<file path="src/rtl/uart_key_mapper_if.sv">
// Byte-in / button-out bundle between uart_rx and the paddle logic.
// master side drives the received byte, slave side (the mapper) drives the decoded outputs.
interface uart_key_mapper_if;
  logic       rx_done;
  logic [7:0] rx_data;
  logic [3:0] btn;
  logic       start;
  logic [7:0] last_byte;
  logic [7:0] err_cnt;

  modport master (
    output rx_done,
    output rx_data,
    input  btn,
    input  start,
    input  last_byte,
    input  err_cnt
  );

  modport slave (
    input  rx_done,
    input  rx_data,
    output btn,
    output start,
    output last_byte,
    output err_cnt
  );
endinterface

</file>
<file path="src/rtl/uart_key_mapper.sv">
// Turns UART key bytes into held paddle-button levels plus a one-cycle start pulse.
// Latency: one clk edge from the rx_done rising edge; no backpressure, every rising edge is consumed.
module uart_key_mapper #(
  parameter int HOLD_CYCLES = 50_000_000,
  parameter int CNT_W       = 26
) (
  input  logic               clk,
  input  logic               reset,
  uart_key_mapper_if.slave   bus
);

  localparam logic [CNT_W-1:0] RELOAD = CNT_W'(HOLD_CYCLES - 1);

  typedef enum logic [1:0] {
    IDLE = 2'd0,
    UP   = 2'd1,
    DN   = 2'd2
  } pad_state_t;

  pad_state_t       state_q [2];
  pad_state_t       state_d [2];
  logic [CNT_W-1:0] cnt_q   [2];
  logic [CNT_W-1:0] cnt_d   [2];

  logic       rx_prev;
  logic       new_byte;
  logic [1:0] up_key;
  logic [1:0] dn_key;
  logic       is_space;
  logic       mapped;
  logic       start_q;
  logic [7:0] last_q;
  logic [7:0] err_q;
  logic [3:0] btn_c;

  // Byte decode, qualified by the rx_done rising edge.
  always_comb begin
    new_byte = bus.rx_done & ~rx_prev;
    up_key   = 2'b00;
    dn_key   = 2'b00;
    is_space = 1'b0;
    case (bus.rx_data)
      8'h71, 8'h51: up_key[0] = 1'b1;
      8'h61, 8'h41: dn_key[0] = 1'b1;
      8'h6F, 8'h4F: up_key[1] = 1'b1;
      8'h6B, 8'h4B: dn_key[1] = 1'b1;
      8'h20:        is_space  = 1'b1;
      default:      ;
    endcase
    if (!new_byte) begin
      up_key   = 2'b00;
      dn_key   = 2'b00;
      is_space = 1'b0;
    end
    mapped = |{up_key, dn_key, is_space};
  end

  // Paddle next-state: a key always reloads, so reload beats expiry.
  always_comb begin
    for (int p = 0; p < 2; p++) begin
      state_d[p] = state_q[p];
      cnt_d[p]   = cnt_q[p];
      if (up_key[p]) begin
        state_d[p] = UP;
        cnt_d[p]   = RELOAD;
      end else if (dn_key[p]) begin
        state_d[p] = DN;
        cnt_d[p]   = RELOAD;
      end else if (state_q[p] != IDLE) begin
        if (cnt_q[p] == '0) begin
          state_d[p] = IDLE;
        end else begin
          cnt_d[p] = cnt_q[p] - 1'b1;
        end
      end
    end
  end

  always_ff @(posedge clk) begin
    if (!reset) begin
      rx_prev <= 1'b1;
      start_q <= 1'b0;
      last_q  <= 8'h00;
      err_q   <= 8'h00;
      for (int p = 0; p < 2; p++) begin
        state_q[p] <= IDLE;
        cnt_q[p]   <= '0;
      end
    end else begin
      rx_prev <= bus.rx_done;
      start_q <= mapped;
      if (new_byte) begin
        last_q <= bus.rx_data;
      end
      if (new_byte && !mapped && err_q != 8'hFF) begin
        err_q <= err_q + 8'd1;
      end
      for (int p = 0; p < 2; p++) begin
        state_q[p] <= state_d[p];
        cnt_q[p]   <= cnt_d[p];
      end
    end
  end

  always_comb begin
    btn_c[0] = (state_q[0] == UP);
    btn_c[1] = (state_q[0] == DN);
    btn_c[2] = (state_q[1] == UP);
    btn_c[3] = (state_q[1] == DN);
  end

  assign bus.btn       = btn_c;
  assign bus.start     = start_q;
  assign bus.last_byte = last_q;
  assign bus.err_cnt   = err_q;

endmodule

</file>
<file path="src/flat_wrapper.sv">
// flat-port wrapper written by rule: the top's interface ports become plain ports
module uart_key_mapper_flat 
#(
  parameter int HOLD_CYCLES = 50_000_000,
  parameter int CNT_W       = 26
)
  (clk, reset, bus_rx_done, bus_rx_data, bus_btn, bus_start, bus_last_byte, bus_err_cnt);
  uart_key_mapper_if bus_i ();
  input  logic clk;
  input  logic reset;
  input wire logic [$bits(bus_i.rx_done)-1:0] bus_rx_done;
  input wire logic [$bits(bus_i.rx_data)-1:0] bus_rx_data;
  output wire logic [$bits(bus_i.btn)-1:0] bus_btn;
  output wire logic [$bits(bus_i.start)-1:0] bus_start;
  output wire logic [$bits(bus_i.last_byte)-1:0] bus_last_byte;
  output wire logic [$bits(bus_i.err_cnt)-1:0] bus_err_cnt;
  assign bus_i.rx_done = bus_rx_done;
  assign bus_i.rx_data = bus_rx_data;
  assign bus_btn = bus_i.btn;
  assign bus_start = bus_i.start;
  assign bus_last_byte = bus_i.last_byte;
  assign bus_err_cnt = bus_i.err_cnt;
  uart_key_mapper #(.HOLD_CYCLES(HOLD_CYCLES), .CNT_W(CNT_W)) u_core (.clk(clk), .reset(reset), .bus(bus_i));
endmodule
</file>
<file path="config.mk">
export PLATFORM = sky130hd
export DESIGN_NAME = uart_key_mapper_flat
export DESIGN_NICKNAME = d
export VERILOG_FILES = /design/src/rtl/uart_key_mapper_if.sv /design/src/rtl/uart_key_mapper.sv /design/src/flat_wrapper.sv
export SDC_FILE = /design/constraint.sdc
export NUM_CORES = 1
export LEC_CHECK = 0
export BUFFER_PORTS_ARGS = -buffer_cell sky130_fd_sc_hd__buf_2
export CAP_MARGIN = 20
export CORE_MARGIN = 3
export CORE_UTILIZATION = 60
export CTS_CLUSTER_SIZE = 25
export DETAILED_ROUTE_END_ITERATION = 12
export PLACE_DENSITY = 0.8
export SYNTH_ARGS = -nofsm -noshare
export SYNTH_HDL_FRONTEND = slang
export SYNTH_SLANG_ARGS = --single-unit
</file>
<file path="constraint.sdc">
create_clock -name clk -period 5.1 [get_ports clk]
set_input_delay 1.02 -clock clk [delete_from_list [all_inputs] [get_ports clk]]
set_output_delay 1.02 -clock clk [all_outputs]
set_load 0.03 [all_outputs]
</file>
==> flow_summary.toml, run 1 <==
[status]
status = "finished clean"

[worst_setup_path]
required_ns = 5.38
cp-start-kind = "input pin"
end_kind = "flop"
critPathKind = "in -> reg"
path_max_fanout = 9
critPathArrivalTime_ns = 3.06

[routing]
dr.first_iter.drc_count = 184
finalWirelength_mm = 8.095
avgViaCountPerCell = 6.340
wl_per_cell_um = 15.19
dr.pass1.iters = 5
drc = 0
ant_nets = 0
vias = 3379

[logic_synthesis]
synth_top_area_share_pct = 39.27
synth_top_area_cell = "dfxtp_1"
ys.flop_type = "dfxtp_1"
yosysWarnings = 0
yosysMostFrequentCell = "dfxtp_1"
async_reset_ff_share_pct = 0
netlist_area_sq_um = 3772
ys_types = 55
syn_nets = 449
synthTopCellsByArea = "dfxtp_1 39%, a21oi_1 5.7%, xor2_1 4.2%"
seq_area_frac_synth_pct = 39.27
avgSynthCellArea_sq_um = 8.692
synth_seq_cells = 74
synth_edf_count = 0
yosys-top-cells-count = "74 x dfxtp_1, 43 x a21oi_1, 32 x nand2_1"
syn_inst = 434

[timing]
setup_viol = 0
clock_skew_ns = 0.009646
slew_violations = 0
tightest_slew_ns = 0.8277
finalCriticalPeriod_ns = 2.780
fmax_ghz = 0.3597
finalCritPeriodShare_pct = 54.51
hold_violations = 0
rsz0062_at_grt = "false"
max-slew-margin-rel_pct = 44.40
setup-tns-final_ns = 0

[grt]
track_usage_pct = 22.80
gr-total-overflow = 0
grt_max_degree = 35
grt_pass1_wl_mm = 13.74
grt_antenna_before_repair = 0
first_global_vias = 3067

[placement]
io_buffers = 31
dpl.hpwl_mm = 5.506
dp_cells = 516
gp_congestion = 0.8274

[finish]
syn_to_final_growth_pct = 8.325
register_area_sq_um = 1481
multi_input_area_sq_um = 2120
layout.cells.non_filler = 533
nNetsFinal = 468
num-fill-cells = 486
diodes = 0
drive_above_1_share_pct = 15.28

[cts]
cts.sinks = 74
cts_tree = "built"
hold_buffers = 0
cts-resized-gates = 0
root_buffer = "clkbuf_8"
cts_buffer_depth = 2
cts_inserted_buffers = 9
clkLatencyLatePin_ns = 0.34
cts_setup_buffers = 0
cts_max_level = 3
path_clk_slew_ns = 0.08

[floorplan]
core_sq_um = 5991
std_cell_rows = 28
initial_core_util_pct = 62.97
die_h_um = 85.29
ios = 32
dieArea_sq_um = 7274
die_w_um = 85.29

[pwr]
finalPower_mw = 1.038
ir_worst_vdd_uv = 156.8
p_per_area_nw_per_um2 = 254.0
leakage_nw = 1.595

[min_path]
hold_path.class = "reg -> reg"

[job]
cap_viol_max_count = 0
-- power breakdown --
| part | switching [mW] | internal, mW | total, mW | leakage [nW] |
|---|---|---|---|---|
| Combinational | 0.0347 | 0.0141 | 0.0489 | 0.908 |
| Sequential | 0.00276 | 0.581 | 0.584 | 0.597 |
| Clock | 0.215 | 0.191 | 0.405 | 0.0903 |
-- final timing paths --
| check | slack (ns) | end | cells after the start | startpoint |
|---|---|---|---|---|
| worst min-delay path | 0.46 | u_core.bus.last_byte[2] | 2 | u_core.bus.last_byte[2] |
| worst min register to register | 0.46 | u_core.bus.last_byte[2] | 2 | u_core.bus.last_byte[2] |
| worst max register to register | 2.49 | u_core.cnt_q[0][12] | 7 | u_core.cnt_q[0][0] |
| worst max-delay path | 2.32 | u_core.bus.err_cnt[7] | 6 | bus_rx_done |
-- layer usage --
| layer | GRT usage (%) | wire (um) | up-vias |
|---|---|---|---|
| met5 | 0 | 0 | - |
| li1 | - | - | 1676 |
| met2 | 37.71 | 3845 | 72 |
| met3 | 4.466 | 349 | 14 |
| met4 | 9.353 | 146 | 0 |
| met1 | 29.07 | 3754 | 1617 |
-- worst max-delay path: stages --
cell	delay (ns)
buf_2	0.09
nor2b_1	0.48
o21ai_0	0.27
nor3_1	0.73
and3b_1	0.29
mux2i_1	0.18
-- logic make-up (layout without fill, tap and decap cells) --
family          count (synthesis)  count (layout)  synth area share [%]
compound gates                110             110                 18.71
xor+xnor                       25              25                 5.804
fa+ha+maj                       4               4                 1.327
buf+inv                        35              59                 4.544
flops                          74              74                 39.27
mux                             4               4                 1.095
simple gates                  182             182                 29.25
-- state kept, by name, summed over array words and instances (netlist names) --
| signal | count |
|---|---|
| u_core.cnt_q | 52 |
| u_core.state_q | 4 |
| u_core.bus.last_byte | 8 |
| u_core.bus.start | 1 |
| u_core.rx_prev | 1 |
| u_core.bus.err_cnt | 8 |
-- cell usage in the layout, fill, tap and decap left out, types with 2 or more instances in the layout --
cell,instances
a21oi_1,43
a31oi_1,16
and3_1,2
and3b_1,2
and4_1,2
buf_2,31
buf_4,2
clkbuf_1,2
clkbuf_8,10
clkinv_2,2
clkinv_4,2
dfxtp_1,74
ha_1,4
inv_1,8
mux2i_1,3
nand2_1,32
nand2b_1,7
nand3_1,6
nand4_1,12
nand4b_1,2
nor2_1,26
nor2b_1,6
nor3_1,14
nor4_1,12
nor4b_1,4
o211ai_1,8
o211ai_2,3
o21a_1,2
o21ai_0,5
o21ai_1,6
o21ai_2,2
o31ai_1,17
or2_2,5
or3_1,15
or4_1,20
or4_4,5
or4b_1,2
xnor2_1,7
xor2_1,18
-- cell type report --
type / count / area share, %
Multi-Input combinational cell: 325 / 51.87
Sequential cell: 74 / 36.25
Timing Repair Buffer: 34 / 4.532
Clock buffer: 12 / 3.552
Tap cell: 75 / 2.296
Inverter: 9 / 0.8267
Clock inverter: 4 / 0.6736
-- through the flow --
step	area (sq um)	setup slack [ns]	hold WS (ns)	utilization (%)
4_1_cts	4071	2.350	0.4601	67.96
2_1_floorplan	3772	2.480	0.4511	-
3_3_place_gp	3899	2.136	0.4410	65.08
5_1_grt	4086	2.116	0.4828	68.21
3_5_place_dp	3899	2.009	0.4486	65.08
6_report	4086	2.320	0.4630	68.21
(Power assumes the default switching activity.)
==> run 2: changes to the inputs <==
Settings changed: CORE_UTILIZATION 60 to 54, PLACE_DENSITY 0.8 to 0.76.
Clock period 5.1 ns to 2.25 ns, I/O delays scaled along.
==> run 2 against run 1 <==
The run now ends with setup timing left. Non-clock buffer count grew 40. Worst hold slack lost 0.15 ns. Combinational power grew to 2.6 times the previous value. Via count grew 4.9%. Global-route usage grew 0.97 points. Total power grew 130%. Register-to-register slack lost 2.5 ns. Core utilization grew 0.60 points. Clock power grew 140%. Sequential cell count is the same. Critical endpoint is now u_core.cnt_q[0][48]. Largest cell class unchanged.
==> flow_summary.toml, run 2 (synthesis gave the netlist of run 1 again) <==
[status]
status = "complete, but fails checks"
violations = "setup timing"

[finish]
drive_above_1_share_pct = 24.40
final_area_sq_um = 4519
diodes = 0
num-fill-cells = 524
syn_to_final_growth_pct = 19.80
nNetsFinal = 509
final_common_cell = "dfxtp_1"
final_util_pct = 68.81
layout_common_cells = "71 x dfxtp_1, 42 x a21oi_1, 39 x buf_4, 32 x nand2_1, 31 x buf_2"
largest_register_ffs = 52
regMostFlops = "u_core.cnt_q"

[timing]
setup-tns-final_ns = -0.007809
fmax_ghz = 0.4429
setup_viol = 1
rsz0062_at_grt = "true"
finalCriticalPeriod_ns = 2.258
slew_violations = 0
clock_skew_ns = 0.01156
tightest_slew_ns = 0.5605
fin_ws_ns = -0.007809
hold_violations = 0
max-slew-margin-rel_pct = 62.35
finalCritPeriodShare_pct = 100.3

[worst_setup_path]
critPathBufInv = 2
reg2regPathDepth = 7
cp_slowest_cell = "or4_4"
rr_endpoint = "u_core.cnt_q[0][48]"
setup.worst_path.end = "u_core.cnt_q[0][48]"
reg2reg_slack_ns = -0.008
slowest_delay_ns = 0.55
worst-path-stages = 7
path_max_fanout = 4
required_ns = 2.53
startpoint = "u_core.cnt_q[0][29]"
cp-start-kind = "flop"
critPathArrivalTime_ns = 2.54
cp_top_family = "simple AND/OR/NAND/NOR gates"
end_kind = "flop"
r2r_start = "u_core.cnt_q[0][29]"
critPathKind = "reg -> reg"
crit_chain = "or4_4 -> buf_6 -> nor4b_4 -> buf_4 -> nand3_4 -> or3_1 -> a31oi_1"

[grt]
grt_antenna_before_repair = 0
grt_max_degree = 33
track_usage_pct = 23.76
first_global_vias = 3339
grt_pass1_wl_mm = 14.99
gr-total-overflow = 0

[routing]
vias = 3546
dr.first_iter.drc_count = 206
ant_nets = 0
drc = 0
wl_per_cell_um = 15.16
finalWirelength_mm = 8.932
avgViaCountPerCell = 6.020
dr.pass1.iters = 4

[placement]
dpl.hpwl_mm = 6.035
io_buffers = 31
dp_slack_ns = -0.03120
gp_congestion = 0.8420
placedInstanceArea_sq_um = 4250

[pwr]
leakage_nw = 1.794
ir_worst_vdd_uv = 334.6
p_per_area_nw_per_um2 = 534.6

[cts]
cts_buffer_depth = 2
cts_inserted_buffers = 9
clkLatencyLatePin_ns = 0.35
hold_buffers = 0
cts_max_level = 3
cts.sinks = 74
cts_tree = "built"
root_buffer = "clkbuf_8"
path_clk_slew_ns = 0.07

[floorplan]
die_w_um = 89.58
std_cell_rows = 29
initial_core_util_pct = 57.44
ios = 32
core_sq_um = 6568
die_h_um = 89.58
dieArea_sq_um = 8025

[min_path]
hold_path.class = "in -> reg"

[job]
cap_viol_max_count = 0
## run 2: cell types whose count changed in the layout (fill, tap and decap cells not counted), moves of 2 or more
cell / before / now
buf_4: 2 / 39
buf_12: 0 / 3
dfxtp_1: 74 / 71
dfxtp_2: 0 / 3
or4_1: 20 / 17
or4_4: 5 / 8
nand3_4: 0 / 2
## run 2: final cells by class
cell class / instances / area (sq um) / share of cell area, %
inverters: 9 / 33.78 / 0.7475
flip-flops and latches: 74 / 1485 / 32.86
repair buffers: 74 / 519.2 / 11.49
clock inverters: 3 / 43.79 / 0.9690
well taps: 93 / 116.4 / 2.575
multi-input cells: 326 / 2193 / 48.53
clock buffers: 10 / 127.6 / 2.824
## run 2: power by group
part / switching [mW] / leakage [nW] / internal, mW
Combinational: 0.0829 / 1.11 / 0.0429
Sequential: 0.00561 / 0.598 / 1.32
Clock: 0.473 / 0.0881 / 0.495
Total: 0.561 / 1.79 / 1.85
## run 2: metrics by stage
stage | power [mW] | cells | hold WS (ns)
floorplan | 1.428 | 434 | 0.4511
CTS | 2.437 | 583 | 0.2954
global route | 2.501 | 589 | 0.3079
detailed placement | 1.476 | 570 | 0.4480
global placement | 1.473 | 570 | 0.4416
finish | 2.416 | 589 | 0.3142
## run 2: worst min path at each step
stage	from	cells past startpoint	to	slack (ns)
6_report	bus_rx_done	2	u_core.rx_prev	0.31
5_1_grt	bus_rx_done	2	u_core.rx_prev	0.31
4_1_cts	bus_rx_done	2	u_core.rx_prev	0.30
3_5_place_dp	u_core.bus.last_byte[6]	2	u_core.bus.last_byte[6]	0.45
3_3_place_gp	u_core.bus.last_byte[3]	2	u_core.bus.last_byte[3]	0.44
2_1_floorplan	u_core.cnt_q[0][24]	2	u_core.cnt_q[0][24]	0.45
## run 2: timing repair
| item | 4_1_cts | 5_1_grt |
|---|---|---|
| setup buffers | 0 | 5 |
| setup endpoints to repair | 4 | 22 |
| gates cloned | 0 | 1 |
| pin swaps | 2 | 13 |
| gates resized for setup | 1 | 9 |
## run 2: layer usage
metal	wire length, um	global-route usage (%)
met5	0	0
met4	178	9.337
met2	4323	38.03
met1	3869	30.22
met3	561	6.843
